## config.mk

```make
export PLATFORM = sky130hd
export DESIGN_NAME = seg_scan_ctrl
export DESIGN_NICKNAME = d
export VERILOG_FILES = /design/src/rtl/seg_pkg.sv /design/src/rtl/seg_prescaler.sv /design/src/rtl/seg_scan_ctrl.sv
export SDC_FILE = /design/constraint.sdc
export NUM_CORES = 1
export LEC_CHECK = 0
export ABC_AREA = 1
export CAP_MARGIN = 20
export CORE_MARGIN = 1
export CORE_UTILIZATION = 50
export CTS_CLUSTER_DIAMETER = 100
export CTS_CLUSTER_SIZE = 24
export DETAILED_ROUTE_END_ITERATION = 10
export GPL_TIMING_DRIVEN = 0
export MAX_ROUTING_LAYER = met4
export PLACE_DENSITY_LB_ADDON = 0.12
export SYNTH_ARGS = -nofsm -noshare
export SYNTH_HDL_FRONTEND = slang
export SYNTH_SLANG_ARGS = --single-unit
```

## constraint.sdc

```tcl
create_clock -name clk -period 12.65 [get_ports clk]
set_input_delay 3.1625 -clock clk [delete_from_list [all_inputs] [get_ports clk]]
set_output_delay 3.1625 -clock clk [all_outputs]
set_load 0.02 [all_outputs]
```

## src/rtl/seg_pkg.sv

```systemverilog
// Shared types and helpers for the multiplexed seven-segment scan logic.
// Digit indices are always 3 bits wide; designs with fewer digits leave the upper indices unused.
package seg_pkg;

    localparam int unsigned SEG_DIGITS = 8;
    localparam logic [7:0]  AN_OFF     = 8'hFF;

    typedef enum logic {
        PendIdle,
        PendFull
    } pend_e;

    // Active-low one-hot anode pattern for digit idx.
    function automatic logic [7:0] an_onehot_n(input logic [2:0] idx);
        return ~(8'h01 << idx);
    endfunction

    // Index of the most significant nonzero nibble, 0 when the value is all zero.
    function automatic logic [2:0] msd_index(input logic [31:0] data);
        logic [2:0] msd;
        msd = 3'd0;
        for (int i = 0; i < SEG_DIGITS; i++) begin
            if (data[4*i +: 4] != 4'h0) begin
                msd = 3'(i);
            end
        end
        return msd;
    endfunction

endpackage

```

## src/rtl/seg_prescaler.sv

```systemverilog
// Free-running slot prescaler: tick marks the last cycle of a slot; guard flags that the
// count loaded on the next edge lies inside the leading blanking window.
module seg_prescaler #(
    parameter int unsigned TICK_DIV = 100000,
    parameter int unsigned GUARD    = 16
) (
    input  logic clk,
    input  logic rst,
    output logic tick,
    output logic guard
);

    localparam int unsigned    CntW     = $clog2(TICK_DIV);
    localparam logic [CntW-1:0] CntMax  = CntW'(TICK_DIV - 1);
    localparam logic [CntW-1:0] GuardLim = CntW'(GUARD);

    logic [CntW-1:0] cnt_q, cnt_d;

    always_comb begin
        tick  = (cnt_q == CntMax);
        cnt_d = tick ? '0 : cnt_q + CntW'(1);
        // Look-ahead so registered consumers line up with the new slot on the same edge.
        guard = (cnt_d < GuardLim);
    end

    always_ff @(posedge clk or posedge rst) begin
        if (rst) begin
            cnt_q <= '0;
        end else begin
            cnt_q <= cnt_d;
        end
    end

endmodule

```

## src/rtl/seg_scan_ctrl.sv

```systemverilog
// Time-multiplexed scan controller for a common-anode hex display with double-buffered data,
// per-digit blank/point masks and optional leading-zero suppression.
module seg_scan_ctrl
    import seg_pkg::*;
#(
    parameter int unsigned DIGITS   = 8,
    parameter int unsigned TICK_DIV = 100000,
    parameter int unsigned GUARD    = 16
) (
    input  logic                  clk,
    input  logic                  rst,
    input  logic [4*DIGITS-1:0]   data_in,
    input  logic [DIGITS-1:0]     blank_in,
    input  logic [DIGITS-1:0]     point_in,
    input  logic                  load,
    input  logic                  lz_en,
    output logic [3:0]            hex,
    output logic                  le,
    output logic                  point,
    output logic [7:0]            an,
    output logic                  pending,
    output logic                  frame_done
);

    localparam int unsigned DW      = 4 * DIGITS;
    localparam logic [2:0]  IdxLast = 3'(DIGITS - 1);

    logic tick;
    logic guard_nx;
    logic wrap;

    logic [2:0] idx_q, idx_d;
    pend_e      pend_q, pend_d;
    logic       frame_done_q;

    logic [DW-1:0]     shadow_data_q, shadow_data_d;
    logic [DIGITS-1:0] shadow_blank_q, shadow_blank_d;
    logic [DIGITS-1:0] shadow_point_q, shadow_point_d;
    logic [DW-1:0]     active_data_q, active_data_d;
    logic [DIGITS-1:0] active_blank_q, active_blank_d;
    logic [DIGITS-1:0] active_point_q, active_point_d;

    logic [3:0] hex_q, hex_d;
    logic       le_q, le_d;
    logic       point_q, point_d;
    logic [7:0] an_q, an_d;

    logic [31:0] data_pad;
    logic [7:0]  blank_pad;
    logic [7:0]  point_pad;
    logic [2:0]  msd;

    seg_prescaler #(
        .TICK_DIV (TICK_DIV),
        .GUARD    (GUARD)
    ) u_prescaler (
        .clk   (clk),
        .rst   (rst),
        .tick  (tick),
        .guard (guard_nx)
    );

    assign wrap = tick && (idx_q == IdxLast);

    always_comb begin
        idx_d = idx_q;
        if (tick) begin
            idx_d = (idx_q == IdxLast) ? 3'd0 : idx_q + 3'd1;
        end
    end

    // Shadow/active double buffer; a load coinciding with the wrap bypasses the shadow.
    always_comb begin
        shadow_data_d  = shadow_data_q;
        shadow_blank_d = shadow_blank_q;
        shadow_point_d = shadow_point_q;
        active_data_d  = active_data_q;
        active_blank_d = active_blank_q;
        active_point_d = active_point_q;
        pend_d         = pend_q;

        if (load) begin
            shadow_data_d  = data_in;
            shadow_blank_d = blank_in;
            shadow_point_d = point_in;
        end

        if (wrap) begin
            if (load) begin
                active_data_d  = data_in;
                active_blank_d = blank_in;
                active_point_d = point_in;
            end else if (pend_q == PendFull) begin
                active_data_d  = shadow_data_q;
                active_blank_d = shadow_blank_q;
                active_point_d = shadow_point_q;
            end
            pend_d = PendIdle;
        end else if (load) begin
            pend_d = PendFull;
        end
    end

    // Outputs are derived from next-state index and buffer so they switch with idx.
    always_comb begin
        data_pad              = '0;
        data_pad[DW-1:0]      = active_data_d;
        blank_pad             = '0;
        blank_pad[DIGITS-1:0] = active_blank_d;
        point_pad             = '0;
        point_pad[DIGITS-1:0] = active_point_d;

        msd     = msd_index(data_pad);
        hex_d   = data_pad[{idx_d, 2'b00} +: 4];
        le_d    = blank_pad[idx_d] | (lz_en & (idx_d > msd));
        point_d = point_pad[idx_d] & ~le_d;
        an_d    = guard_nx ? AN_OFF : an_onehot_n(idx_d);
    end

    always_ff @(posedge clk or posedge rst) begin
        if (rst) begin
            idx_q          <= 3'd0;
            pend_q         <= PendIdle;
            frame_done_q   <= 1'b0;
            shadow_data_q  <= '0;
            shadow_blank_q <= '0;
            shadow_point_q <= '0;
            active_data_q  <= '0;
            active_blank_q <= '0;
            active_point_q <= '0;
            hex_q          <= 4'h0;
            le_q           <= 1'b1;
            point_q        <= 1'b0;
            an_q           <= AN_OFF;
        end else begin
            idx_q          <= idx_d;
            pend_q         <= pend_d;
            frame_done_q   <= wrap;
            shadow_data_q  <= shadow_data_d;
            shadow_blank_q <= shadow_blank_d;
            shadow_point_q <= shadow_point_d;
            active_data_q  <= active_data_d;
            active_blank_q <= active_blank_d;
            active_point_q <= active_point_d;
            hex_q          <= hex_d;
            le_q           <= le_d;
            point_q        <= point_d;
            an_q           <= an_d;
        end
    end

    assign hex        = hex_q;
    assign le         = le_q;
    assign point      = point_q;
    assign an         = an_q;
    assign pending    = (pend_q == PendFull);
    assign frame_done = frame_done_q;

endmodule
```

Word level (Yosys, flattened, before mapping)
Cells that the tools add are included.

storage, ports and cells
  memories kept = 0
  input bits = 52
  output and inout bits = 16
  bits in writable memories = 0
  flip-flop bits (word level) = 132
  bits in latches = 0
  memory bits (read-only) = 0
  logic and storage cells = 63

cells by class
  div/mod/pow operators = 0
  multiply operators = 0
  shift operators = 2
  $lt $le $gt $ge = 3
  add/sub/neg operators = 2
  bitwise logic cells = 5
  equality and inequality tests = 2
  muxes and demuxes = 26
  reduce and logical (&&, ||, !) cells = 9

operators by type and width
  kind                                                 count
  two-way mux 32 bit                                   3
  two-way mux 8 bit                                    7
  variable part select 32 x 6 -> 4 bit                 1
  nonzero test 4 bit                                   7
  two-way mux 3 bit                                    8
  adder 17 x 1 -> 17 bit, second input constant        1
  == test 17 bit, second input constant                1
  < comparator 17 x 5 -> 1 bit, second input constant  1
  two-way mux 17 bit                                   1
  inverter 8 bit                                       1
  << shifter 1 x 3 -> 8 bit, first input constant      1
  binary-select mux 1 bit (select 3 bit)               2
  two-way mux 1 bit                                    5
  < comparator 3 x 4 -> 1 bit, second input constant   1
  adder 3 x 1 -> 3 bit, second input constant          1
  == test 3 bit, second input constant                 1
  > comparator 3 bit                                   1
  AND 1 bit                                            2
  nonzero test 2 bit                                   1
  logical AND 1 bit                                    1
  inverter 1 bit                                       1
  OR 1 bit                                             1

Longest topological paths before layout
Gate-level depths: netlist (run 1).

  depth after elaboration = 16
  mapped depth = 21
  mapped depth without buffers = 21

By module
Synthesis (run 1) repeated with hierarchy kept, for this count alone.

second synthesis, totals
  cell total of the unflattened synthesis = 771
  area, all modules = 6143.4 sq um

by module, submodules not included
  module         sequential area each (sq um)  instances  cells each  area an instance (sq um)
  seg_scan_ctrl  2889.0                        1          607         5008.6
  seg_prescaler  425.4                         1          164         1134.8

Least setup slack after synthesis (run 1)
OpenSTA, ideal clock, no wires.

  path kind = input to register
  start = in load
  end = reg point_q, in the netlist point
  data arrival time = 5.030 ns
  path buffers = 2
  stages on the path = 16
  required time = 12.578 ns
  setup slack = 7.548 ns
  setup time = 0.072 ns
  cells stage by stage = inv_2 clkbuf_1 clkbuf_1 nand2_1 nand2_1 nand3_1 nand4_1 nor3_2 nand2_1 nor2_1 ha_1 a21oi_1 o21ai_0 nand3_1 nand3_1 nor2_1

between the ends
  longest elaborated chain between the ends = 15
  elaborated cells between the ends (all ways) = 29
  those cells by class = order compare (1); mux (17); bitwise (4); reduce/logical (7)

ends and longest elaborated chain
  item                            RTL line              text
  start, declared                 seg_scan_ctrl.sv:15   input logic load,
  two-way mux 32 bit              seg_scan_ctrl.sv:89   if (load) begin
  two-way mux 32 bit              seg_scan_ctrl.sv:88   if (wrap) begin
  nonzero test 4 bit              seg_pkg.sv:23         if (data[4*i +: 4] != 4'h0) begin
  two-way mux 1 bit               seg_pkg.sv:23
  two-way mux 3 bit (6 in a row)  seg_pkg.sv:23
  > comparator 3 bit              seg_scan_ctrl.sv:115  le_d = blank_pad[idx_d] | (lz_en & (idx_d > msd));
  AND 1 bit                       seg_scan_ctrl.sv:115
  OR 1 bit (*)                    seg_scan_ctrl.sv:115
  named net le_d                  seg_scan_ctrl.sv:44   logic le_q, le_d;
  inverter 1 bit (*)              seg_scan_ctrl.sv:116  point_d = point_pad[idx_d] & ~le_d;
  AND 1 bit (*)                   seg_scan_ctrl.sv:116
  named net point_d               seg_scan_ctrl.sv:45   logic point_q, point_d;
  end signal, assigned            seg_scan_ctrl.sv:147  point_q <= point_d;
  end, declared                   seg_scan_ctrl.sv:45

Mark *: on every way through the listed nets, which the timed path passes. The rest lies on a longest branch. The select of a mux whose other input is x is not followed.
A chain may end at the register's enable or synchronous reset.

Worst setup path after layout (run 1)
Ends and elaborated chain as after synthesis.

==> impl_metrics.env, run 1 <==
export IMPL_insertion_delay_ps=430
export IMPL_slew_headroom_pct=49.7
export IMPL_synth_xor_area_share_pct=0.668
export IMPL_post_cts_buffers=0
export IMPL_hold_viol=0
export IMPL_nFillCells=1190
export IMPL_rows=41
export IMPL_setup_viol=0
export IMPL_p_switching_mw=0.233
export IMPL_path_depth=16
export IMPL_cts_sinks=132
export IMPL_vias_per_cell=4.92
export IMPL_ios=68
export IMPL_syn_inst=880
export IMPL_dpl_cell_area_sq_um=7470
export IMPL_ctsLongestPathBuffers=2
export IMPL_worst_ep_arrival_time_ps=6400
export IMPL_hold_depth=1
export IMPL_fin_crit_ps=6040
export IMPL_synth_area_leaders="dfrtp_1 47%, nand2_1 25%, nor2_1 4.1%, inv_1 4.0%, dfstp_2 3.6%"
export IMPL_fin_cells=1152
export IMPL_grt_max_degree=71
export IMPL_synthMuxAreaShare_pct=0
export IMPL_dieHeight_microns=116
export IMPL_placed_cells=1120
export IMPL_cp_max_fo=10
export IMPL_yosys_area_share_simple_pct=35.9
export IMPL_path_clk_slew_ps=60
export IMPL_ys_ff_latch=132
export IMPL_drive_gt1_share_pct=7.14
export IMPL_finClkSkew_ps=8.76
export IMPL_final_util_pct=63.5
export IMPL_synth_top_family_by_area="simple AND/OR/NAND/NOR gates"
export IMPL_multi_input_area_sq_um=2820
export IMPL_clockPowerShare_pct=49.9
export IMPL_cap_violations=0
export IMPL_hold_path_class="reg2reg"
export IMPL_ctsRootBufferMaster="clkbuf_16"
export IMPL_dp_hpwl_mm=11.7
export IMPL_dr_pass1_iters=5
export IMPL_dieArea_sq_um=13600
export IMPL_synth_compound_area_share_pct=5.31
export IMPL_cp_top_family="buffers and inverters"
export IMPL_tightest_slew_ps=754
export IMPL_synth_cell_types=37
export IMPL_path_class="in2reg"
export IMPL_critPathBufInv=3
export IMPL_cts_tree="built"
export IMPL_cts_buffers_inserted=17
export IMPL_timing_fmax_ghz=0.166
export IMPL_start_util_pct=51.5
export IMPL_switching_share_pct=23.0
export IMPL_antenna_left=0
export IMPL_synth_top_area_share_pct=47.0
export IMPL_syn_num_nets=938
export IMPL_grt_pass1_vias=5422
export IMPL_ys_warn_count=0
export IMPL_rsz0062_at_grt="false"
export IMPL_core_sq_um=12700
export IMPL_overflow=0
export IMPL_slowest_stage="buf_1"
export IMPL_ys_seq_area_share_pct=50.6
export IMPL_slowest_delay_ps=640
export IMPL_syn_avg_cell_area_sq_um=7.45
export IMPL_antenna_cells=0
export IMPL_track_usage_pct=28.3
export IMPL_crit_chain="clkdlybuf4s50_1 -> clkbuf_1 -> buf_1 -> nand2_1 -> o21ai_0 -> o21ai_0 -> nand2_1 -> nor2_1 -> nand2_1 -> nor2_1 -> ha_1 -> a21oi_1 -> o21ai_0 -> nand3_1 -> nand3_1 -> nor2_1"
export IMPL_die_x_microns=116
export IMPL_register_area_sq_um=3310
export IMPL_critPathCaptureType="flop"
export IMPL_powerDensity_nw_per_um2=126
export IMPL_postLayoutCellArea_sq_um=8070
export IMPL_antenna_found_initial=0
export IMPL_status="complete, no violations"
export IMPL_cts_resized=0
export IMPL_drt_drc_violations_left=0
export IMPL_wl_mm=16.7
export IMPL_p_leak_nw=4.25
export IMPL_startpoint_type="primary input"
export IMPL_routabilityCongestion=0.924
export IMPL_netlist_area_sq_um=6550
export IMPL_crit_required_ps=13010
export IMPL_hold_buffers=0
export IMPL_routedWlPerCell_microns=14.5
export IMPL_reg2reg_depth=15
export IMPL_synthAdderAreaFrac_pct=1.15
export IMPL_p_int_mw=0.781
export IMPL_setup_tns_final_ps=0
export IMPL_seq_power_share_pct=43.7
export IMPL_htree_levels=4
export IMPL_grt_pass1_wl_mm=27.5
export IMPL_dr_first_iter_drc_count=420
export IMPL_areaGrowthSynthToFinish_pct=23.2
export IMPL_post_route_period_util_pct=47.8
export IMPL_synth_area_leader_cell="dfrtp_1"
export IMPL_slew_violations=0
export IMPL_pwr_share_comb_pct=6.4
export IMPL_peakVddDrop_v=0.000103
export IMPL_vias=5673
export IMPL_io_buffers=67
export IMPL_nets=1025
synth_stat cells:
cell type  number
nor2_2          3
o2bb2ai_1       2
buf_2           3
a21oi_1        14
nor3_4          1
nand2_2         5
nand3b_1        1
buf_1           6
nand4_1        17
a21boi_0        4
nor4_1          2
dfstp_2         9
buf_6           4
nor3_2          2
xor2_1          5
nand3_1        33
dfrtp_1       123
or2_2           1
nand2_1       429
a21oi_2         1
o21ai_1         3
nand3_4         1
nor2_8          1
a21o_1          1
nor2_1         71
nand2_4         2
o21ai_0        32
nor2_4          1
clkinv_1        1
nor3_1          4
inv_1          70
clkbuf_1       13
ha_1            6
buf_4           2
inv_2           2
o211ai_1        4
o21ai_2         1
state kept, by name (all words and copies together), names as in the netlist, 3 cells and up:
name and cells:
shadow_data_q 32, u_prescaler.cnt_q 17, an 8, active_blank_q 8
shadow_point_q 8, idx_q 3, hex 4, shadow_blank_q 8
active_data_q 32, active_point_q 8
worst reg2reg max path: stages, from the launching register on:
cell	delay, ps
dfrtp_1	410
inv_1	140
clkbuf_1	450
buf_1	550
nand2_1	120
nand3_1	150
nand4_1	160
nor3_2	170
nand2_1	110
nor2_1	120
ha_1	270
a21oi_1	150
o21ai_0	90
nand3_1	70
nand3_1	120
nor2_1	110
path summary, 6_finish.rpt:
| check | to | slack [ps] | startpoint |
|---|---|---|---|
| hold / removal | u_prescaler.cnt_q[0]$_DFF_PP0_ | 460 | u_prescaler.cnt_q[0]$_DFF_PP0_ |
| setup reg to reg | point$_DFF_PP0_ | 9420 | pending$_DFFE_PP0P_ |
| max in group asynchronous | active_data_q[7]$_DFF_PP0_ | 8720 | rst |
| min in group asynchronous | frame_done$_DFF_PP0_ | 3200 | rst |
| hold reg to reg | u_prescaler.cnt_q[0]$_DFF_PP0_ | 460 | u_prescaler.cnt_q[0]$_DFF_PP0_ |
| setup / recovery | point$_DFF_PP0_ | 6610 | load |
power by group through the flow:
stage	sequential [mW]	combinational [mW]	clock, mW
after floorplan	0.449	0.0354	0
after global placement	0.450	0.0624	0
after detailed placement	0.450	0.0649	0
after CTS	0.443	0.0653	0.509
after global routing	0.445	0.0744	0.527
final	0.443	0.0645	0.506
cells in the final DEF, fill, tap and decap left out, drive strengths merged, types with 7 or more instances in the layout:
cell type and instances:
nand2 436, dfrtp 123, nor2 76, inv 73, clkdlybuf4s50 67, o21ai 36
nand3 34, clkbuf 34, nand4 17, buf 16, a21oi 15, dfstp 9
nor3 7
stage by stage:
| step | hold WS [ps] | worst slack [ps] | power (mW) |
|---|---|---|---|
| 2_1_floorplan | 431 | 5980 | 0.485 |
| 3_3_place_gp | 450 | 4080 | 0.513 |
| 3_5_place_dp | 453 | 6210 | 0.515 |
| 4_1_cts | 465 | 6640 | 1.02 |
| 5_1_grt | 484 | 6280 | 1.05 |
| 6_report | 462 | 6610 | 1.01 |
layer usage:
layer	routed length (microns)	track usage (%)
met2	7370	40.3
met1	7870	38.8
met5	0	-
met4	409	10.8
met3	1040	7.11
cells by family (layout without fill, tap and decap cells):
| kind of cell | after synthesis | after routing |
|---|---|---|
| adder cells (fa/ha/maj) | 6 | 6 |
| flip-flops | 132 | 132 |
| AND/OR/NAND/NOR | 574 | 574 |
| buffers and inverters | 101 | 201 |
| XOR/XNOR | 5 | 5 |
| AO/OA/AOI/OAI | 62 | 62 |
final cells by class:
class                      count  share of cell area (%)
sequential                   132                    41.1
clock inverter                11                    1.88
inverter                      73                    3.46
timing repair buffer          68                    8.65
multi-input combinational    647                    34.9
clock buffer                  21                    5.58
tap                          172                    2.67
buffer                        28                    1.81
Power figures use the tool's default switching activity.
==> run 2: changes to the inputs <==
Clock period 12.65 ns to 5.85 ns, I/O delays scaled along.
==> results of run 2 <==
Same layout as run 1 (identical final DEF). Status: complete, no violations.
Among the figures that moved: setup slack after placement 6210 ps -> 1110 ps; setup slack after layout 6610 ps -> 1510 ps; register-to-register setup slack 9420 ps -> 2620 ps; total power 1.01 mW -> 2.19 mW; worst IR drop on VDD 0.000103 V -> 0.000224 V
